--- config.mk ---
export PLATFORM = sky130hd
export DESIGN_NAME = rmw_seq
export DESIGN_NICKNAME = d
export VERILOG_FILES = /design/src/rtl/cpu_pkg.sv /design/src/rtl/rmw_seq.sv
export SDC_FILE = /design/constraint.sdc
export NUM_CORES = 1
export LEC_CHECK = 0
export BUFFER_PORTS_ARGS = -buffer_cell sky130_fd_sc_hd__buf_2
export CORE_ASPECT_RATIO = 2
export CORE_MARGIN = 4
export CORE_UTILIZATION = 44
export CTS_BUF_LIST = sky130_fd_sc_hd__clkbuf_8
export CTS_CLUSTER_DIAMETER = 30
export DETAILED_ROUTE_END_ITERATION = 12
export HOLD_SLACK_MARGIN = 0.05
export PLACE_DENSITY = 0.83
export SYNTH_ARGS = -nofsm -noshare
export SYNTH_HDL_FRONTEND = slang
export SYNTH_SLANG_ARGS = --single-unit
export TNS_END_PERCENT = 20
--- constraint.sdc ---
create_clock -name clk -period 1.9 [get_ports clk]
set_input_delay 0.475 -clock clk [delete_from_list [all_inputs] [get_ports clk]]
set_output_delay 0.475 -clock clk [all_outputs]
set_load 0.01 [all_outputs]
--- src/rtl/cpu_pkg.sv ---
// Shared 6502 core definitions: ALU op codes and read-modify-write sequencer types.
package cpu_pkg;

   localparam logic [2:0] ALU_ASL = 3'b100;
   localparam logic [2:0] ALU_LSR = 3'b101;

   // op[5] selects bi as the unary source, op[4] gates carry-in
   localparam logic [5:0] ALU_NOP     = 6'b000111;
   localparam logic [5:0] RMW_ALU_INC = 6'b101010;
   localparam logic [5:0] RMW_ALU_DEC = 6'b101011;
   localparam logic [5:0] RMW_ALU_ASL = {3'b100, ALU_ASL};
   localparam logic [5:0] RMW_ALU_ROL = {3'b110, ALU_ASL};
   localparam logic [5:0] RMW_ALU_LSR = {3'b100, ALU_LSR};
   localparam logic [5:0] RMW_ALU_ROR = {3'b110, ALU_LSR};

   typedef enum logic [2:0] {
      RMW_INC = 3'd0,
      RMW_DEC = 3'd1,
      RMW_ASL = 3'd2,
      RMW_LSR = 3'd3,
      RMW_ROL = 3'd4,
      RMW_ROR = 3'd5
   } rmw_op_t;

   typedef enum logic [1:0] {
      ST_IDLE  = 2'd0,
      ST_READ  = 2'd1,
      ST_DUMMY = 2'd2,
      ST_WRITE = 2'd3
   } rmw_state_t;

   function automatic logic [5:0] rmw_alu_op(input rmw_op_t op);
      logic [5:0] code;
      code = ALU_NOP;
      case (op)
         RMW_INC: code = RMW_ALU_INC;
         RMW_DEC: code = RMW_ALU_DEC;
         RMW_ASL: code = RMW_ALU_ASL;
         RMW_LSR: code = RMW_ALU_LSR;
         RMW_ROL: code = RMW_ALU_ROL;
         RMW_ROR: code = RMW_ALU_ROR;
         default: code = ALU_NOP;
      endcase
      return code;
   endfunction

   // INC/DEC leave C alone; only the shifts and rotates update it
   function automatic logic rmw_writes_c(input rmw_op_t op);
      return (op != RMW_INC) && (op != RMW_DEC);
   endfunction

endpackage

--- src/rtl/rmw_seq.sv ---
// Read-modify-write sequencer: read / dummy-write / final-write bus pattern
// driving the shared ALU for INC, DEC, ASL, LSR, ROL, ROR on memory operands.
module rmw_seq
   import cpu_pkg::*;
(
   input  logic        clk,
   input  logic        rst_n,
   input  logic        start,
   input  logic [2:0]  op_sel,
   input  logic [15:0] ea,
   input  logic        c_in,
   input  logic        rdy,
   input  logic [7:0]  data_i,
   output logic [15:0] addr_o,
   output logic [7:0]  data_o,
   output logic        we,
   output logic [5:0]  alu_op,
   output logic [7:0]  alu_bi,
   output logic [7:0]  alu_ai,
   output logic        alu_ci,
   input  logic [7:0]  alu_out,
   input  logic        alu_n,
   input  logic        alu_z,
   input  logic        alu_c,
   output logic        busy,
   output logic        done,
   output logic        nz_we,
   output logic        c_we
);

   rmw_state_t r_state, w_next;
   logic [15:0] r_ea;
   rmw_op_t     r_op;
   logic        r_c;
   logic [7:0]  r_operand;
   logic        w_accept;
   logic        w_unused_flags;

   // Flags go straight from the ALU to the status register; only strobes come from here.
   assign w_unused_flags = ^{alu_n, alu_z, alu_c};
   assign w_accept       = start && (op_sel < 3'd6);
   assign alu_ai         = 8'h00;

   always_ff @(posedge clk) begin
      if (!rst_n) begin
         r_state   <= ST_IDLE;
         r_ea      <= 16'h0000;
         r_op      <= RMW_INC;
         r_c       <= 1'b0;
         r_operand <= 8'h00;
      end else begin
         r_state <= w_next;
         if (r_state == ST_IDLE && w_accept) begin
            r_ea <= ea;
            r_op <= rmw_op_t'(op_sel);
            r_c  <= c_in;
         end
         if (r_state == ST_READ && rdy)
            r_operand <= data_i;
      end
   end

   always_comb begin
      w_next = r_state;
      addr_o = r_ea;
      data_o = 8'h00;
      we     = 1'b0;
      alu_op = ALU_NOP;
      alu_bi = 8'h00;
      alu_ci = 1'b0;
      busy   = 1'b1;
      done   = 1'b0;
      nz_we  = 1'b0;
      c_we   = 1'b0;
      case (r_state)
         ST_IDLE: begin
            busy = 1'b0;
            if (w_accept) w_next = ST_READ;
         end
         ST_READ: begin
            if (rdy) w_next = ST_DUMMY;
         end
         ST_DUMMY: begin
            // original value goes back out while the ALU registers its result
            we     = 1'b1;
            data_o = r_operand;
            alu_op = rmw_alu_op(r_op);
            alu_bi = r_operand;
            alu_ci = r_c;
            w_next = ST_WRITE;
         end
         ST_WRITE: begin
            we     = 1'b1;
            data_o = alu_out;
            done   = 1'b1;
            nz_we  = 1'b1;
            c_we   = rmw_writes_c(r_op);
            w_next = ST_IDLE;
         end
         default: w_next = ST_IDLE;
      endcase
   end

endmodule

==> summary.txt <==
Synthesis
  • Synth Register Bits: 30
  • Post-synth top area cell: dfxtp_1
  • Yosys cell types: 24
  • Ys flop type: dfxtp_1
  • Post-synth ARST share: 0%
  • Post-Synthesis Cell Area: about 0.0016 sq mm
  • YS warnings: 0
  • Post-synth EDFFs: 0
  • Seq/Total Area, Yosys: a little under two fifths
  • Top cells by area, synth: dfxtp_1, mux2i_1, nand2_1, a21boi_0, buf_4
  • Mean Syn Cell Area: 8.56 sq um
  • Share of the synthesized area in the top cell type: 38.3%
  • Most frequent cell after synthesis: nand2_1
  • Most frequent cells after synthesis: nand2_1, dfxtp_1, mux2i_1
  • Post-synthesis cell count: 183

Timing
  • Final setup vio count: 1
  • Hold WS: ~440 ps
  • Fmax: 0.525 GHz
  • RSZ-0062 raised after global routing: true
  • Tmin final: around 1900 ps
  • Setup WS post-layout: -4.20 ps
  • Final Skew: roughly 1.6 ps
  • Period utilization: 100%
  • Max-slew violation count: 0
  • Final TNS setup: -4.20 ps
  • Final Hold Vio Count: 0

Global route
  • Overflow left after global routing: 0
  • Total track usage: 16.5%
  • Number of global-route vias before repair: 1317
  • Initial antenna violation count: 0
  • First-pass GRT wire length: 5.87 mm
  • Largest net degree at the start of global routing: 36

Worst setup path
  • Crit path max-delay cell type: dfxtp_2
  • Worst r2r src: r_state[0]$_SDFFE_PN0P_
  • Max incr delay on CP: 360 ps
  • Crit-path leading delay family: flip-flops
  • CP endpoint kind: output pin
  • Startpoint types: flip-flop
  • Worst-path maximum fanout: 10
  • Critical path class: reg2out
  • Worst reg2reg setup slack: 420 ps
  • Crit path DAT: 1430 ps
  • Required time worst endpoint: 1420 ps
  • Crit path capture: data_o[0]
  • Worst reg-to-reg path cell count: 5
  • Crit path depth: 6
  • Reg-to-reg endpoint: r_operand[6]$_SDFFE_PN0P_
  • Crit-path cells: inv_4 > ha_4 > buf_6 > and2_1 > a21o_1 > buf_2
  • Crit path buffers/inverters: 3
  • Critical Path Start: r_state[0]$_SDFFE_PN0P_

Clock tree
  • CTS H-tree lvls: 2
  • Cts bufs inserted: 5
  • Clock latency on the worst-skew pair: 280 ps
  • Clock tree buffer depth: 2
  • Reg clk slew, reported paths: 60 ps
  • CTS tree: built
  • CTS Root Cell: clkbuf_8
  • CTS Sinks: 30

Power
  • Power share of the combinational group: between 30 and 40%
  • Clock Power Share: 26.0%
  • Sw power: roughly 760 uW
  • Switching part of the total power: 33.4%
  • P_int: 1520 uW
  • Leakage dissipation: around 0.0011 uW
  • Pwr per Cell Area: 1070 mW/mm^2
  • Maximum vdd drop: 0.000681 V
  • Reg power frac: between 30% and 40%

Outcome
  • Outcome: finished, violations left
  • Failing checks: negative setup slack

Placed design
  • Dpl cells: 304
  • Routability Congestion: 0.821
  • Buffers on Ports: 83
  • Post-DP HPWL: 2.85 mm

Floorplan
  • Ports: 95
  • Die Y: around 90 um
  • Rows: 30
  • Initial core utilization: a little under half
  • Core Region: 0.00342 sq mm
  • Die ar.: 0.00464 sq mm
  • Die width: 50.2 um

Cells and area
  • Final core occ: between 60% and 70%
  • Seq. cell area: a little over 600 sq um
  • Fin cells: 313
  • Share of layout cells above drive strength 1: 40.8%
  • Area grow syn2layout: 35.8%
  • Multi-input logic area: 850 sq um
  • Fillers: 320
  • NumNets Final: around 310
  • Antenna Cells: 0

Detailed routing
  • Residual DRC count: 0
  • Wire per inst: 11.9 um
  • Via-to-Cell Ratio: 4.64
  • Pre-Repair DR Iteration Count: 4
  • Routed WL: 3.73 mm
  • Vias after detailed routing: between 1000 and 1500
  • Final ANT Viol Nets: 0
  • Initial DRC Count: 29

Min path
  • Hold crit path type: in2reg

Flow run
  • Max_cap viols: 0
final cells by class:
class | instances | share of cell area (%)
Tap cell | 48 | 2.82
Sequential cell | 30 | 28.4
Multi-Input combinational cell | 133 | 39.9
Timing Repair Buffer | 89 | 22.7
Inverter | 5 | 1.00
Clock buffer | 8 | 5.18
timing repair:
action / CTS / global route
endpoints found under the hold margin: 0 / 0
setup endpoints to repair: 23 / 12
hold buffers: 0 / 0
buffers inserted: 1 / 0
resized for setup: 11 / 4
state kept, by name (all words and copies together) (netlist names):
name,flops
r_c,1
r_op,3
r_state,2
r_operand,8
addr_o,16
routing by layer:
layer,vias to the layer above,global-route usage (%),routed length [um]
li1,736,-,-
met1,659,17.1,1400
met4,0,9.47,80
met3,5,4.19,266
met5,-,0,0
met2,53,28.9,1990
cells in the final DEF, fill, tap and decap left out:
cell type and instances:
a21boi_0 8, a21boi_1 1, a21o_1 8, and2_1 6
and2_4 3, and3_1 1, and3b_1 1, buf_12 1
buf_2 82, buf_4 4, buf_6 2, clkbuf_8 8
conb_1 8, dfxtp_1 28, dfxtp_2 2, ha_1 3
ha_4 2, inv_1 4, inv_4 1, mux2i_1 22
nand2_1 54, nand2b_1 1, nand3_1 9, nor3b_2 1
o21a_1 1, o21ai_0 1, o221a_2 1, or2_2 1
xor2_1 1
cells by family after synthesis:
group	synth area share (%)
AO/OA/AOI/OAI	9.66
XOR/XNOR	0.559
adder cells (fa/ha/maj)	3.99
buffers and inverters	11.5
flip-flops	38.3
multiplexers	14.1
other	0.239
AND/OR/NAND/NOR	21.6
power groups by stage:
stage / sequential, uW / clock (uW) / combinational, uW
2_1_floorplan: 848 / 0 / 554
3_3_place_gp: 822 / 0 / 779
3_5_place_dp: 828 / 0 / 799
4_1_cts: 823 / 611 / 841
5_1_grt: 850 / 637 / 942
6_report: 833 / 592 / 855
worst min-delay path, stage by stage:
cell,delay (ps)
buf_2,90
nand2_1,40
mux2i_1,50
metrics by stage:
stage	setup WS (ps)	power (uW)	area [sq um]
floorplan	130	1400	1590
global placement	132	1600	1960
detailed placement	106	1630	1960
CTS	-11.9	2280	2100
global route	-65.2	2430	2130
finish	-4.20	2280	2130
worst min path at each step:
stage / startpoint / endpoint / slack [ps] / cells past startpoint
after floorplan: r_op[0]$_SDFFE_PN0P_ / r_op[0]$_SDFFE_PN0P_ / 430 / 2
after global placement: r_op[0]$_SDFFE_PN0P_ / r_op[0]$_SDFFE_PN0P_ / 440 / 2
after detailed placement: addr_o[2]$_SDFFE_PN0P_ / addr_o[2]$_SDFFE_PN0P_ / 450 / 2
after CTS: ea[9] / addr_o[9]$_SDFFE_PN0P_ / 430 / 3
after global routing: c_in / r_c$_SDFFE_PN0P_ / 440 / 3
final: ea[11] / addr_o[11]$_SDFFE_PN0P_ / 440 / 3
(Power assumes the default switching activity.)
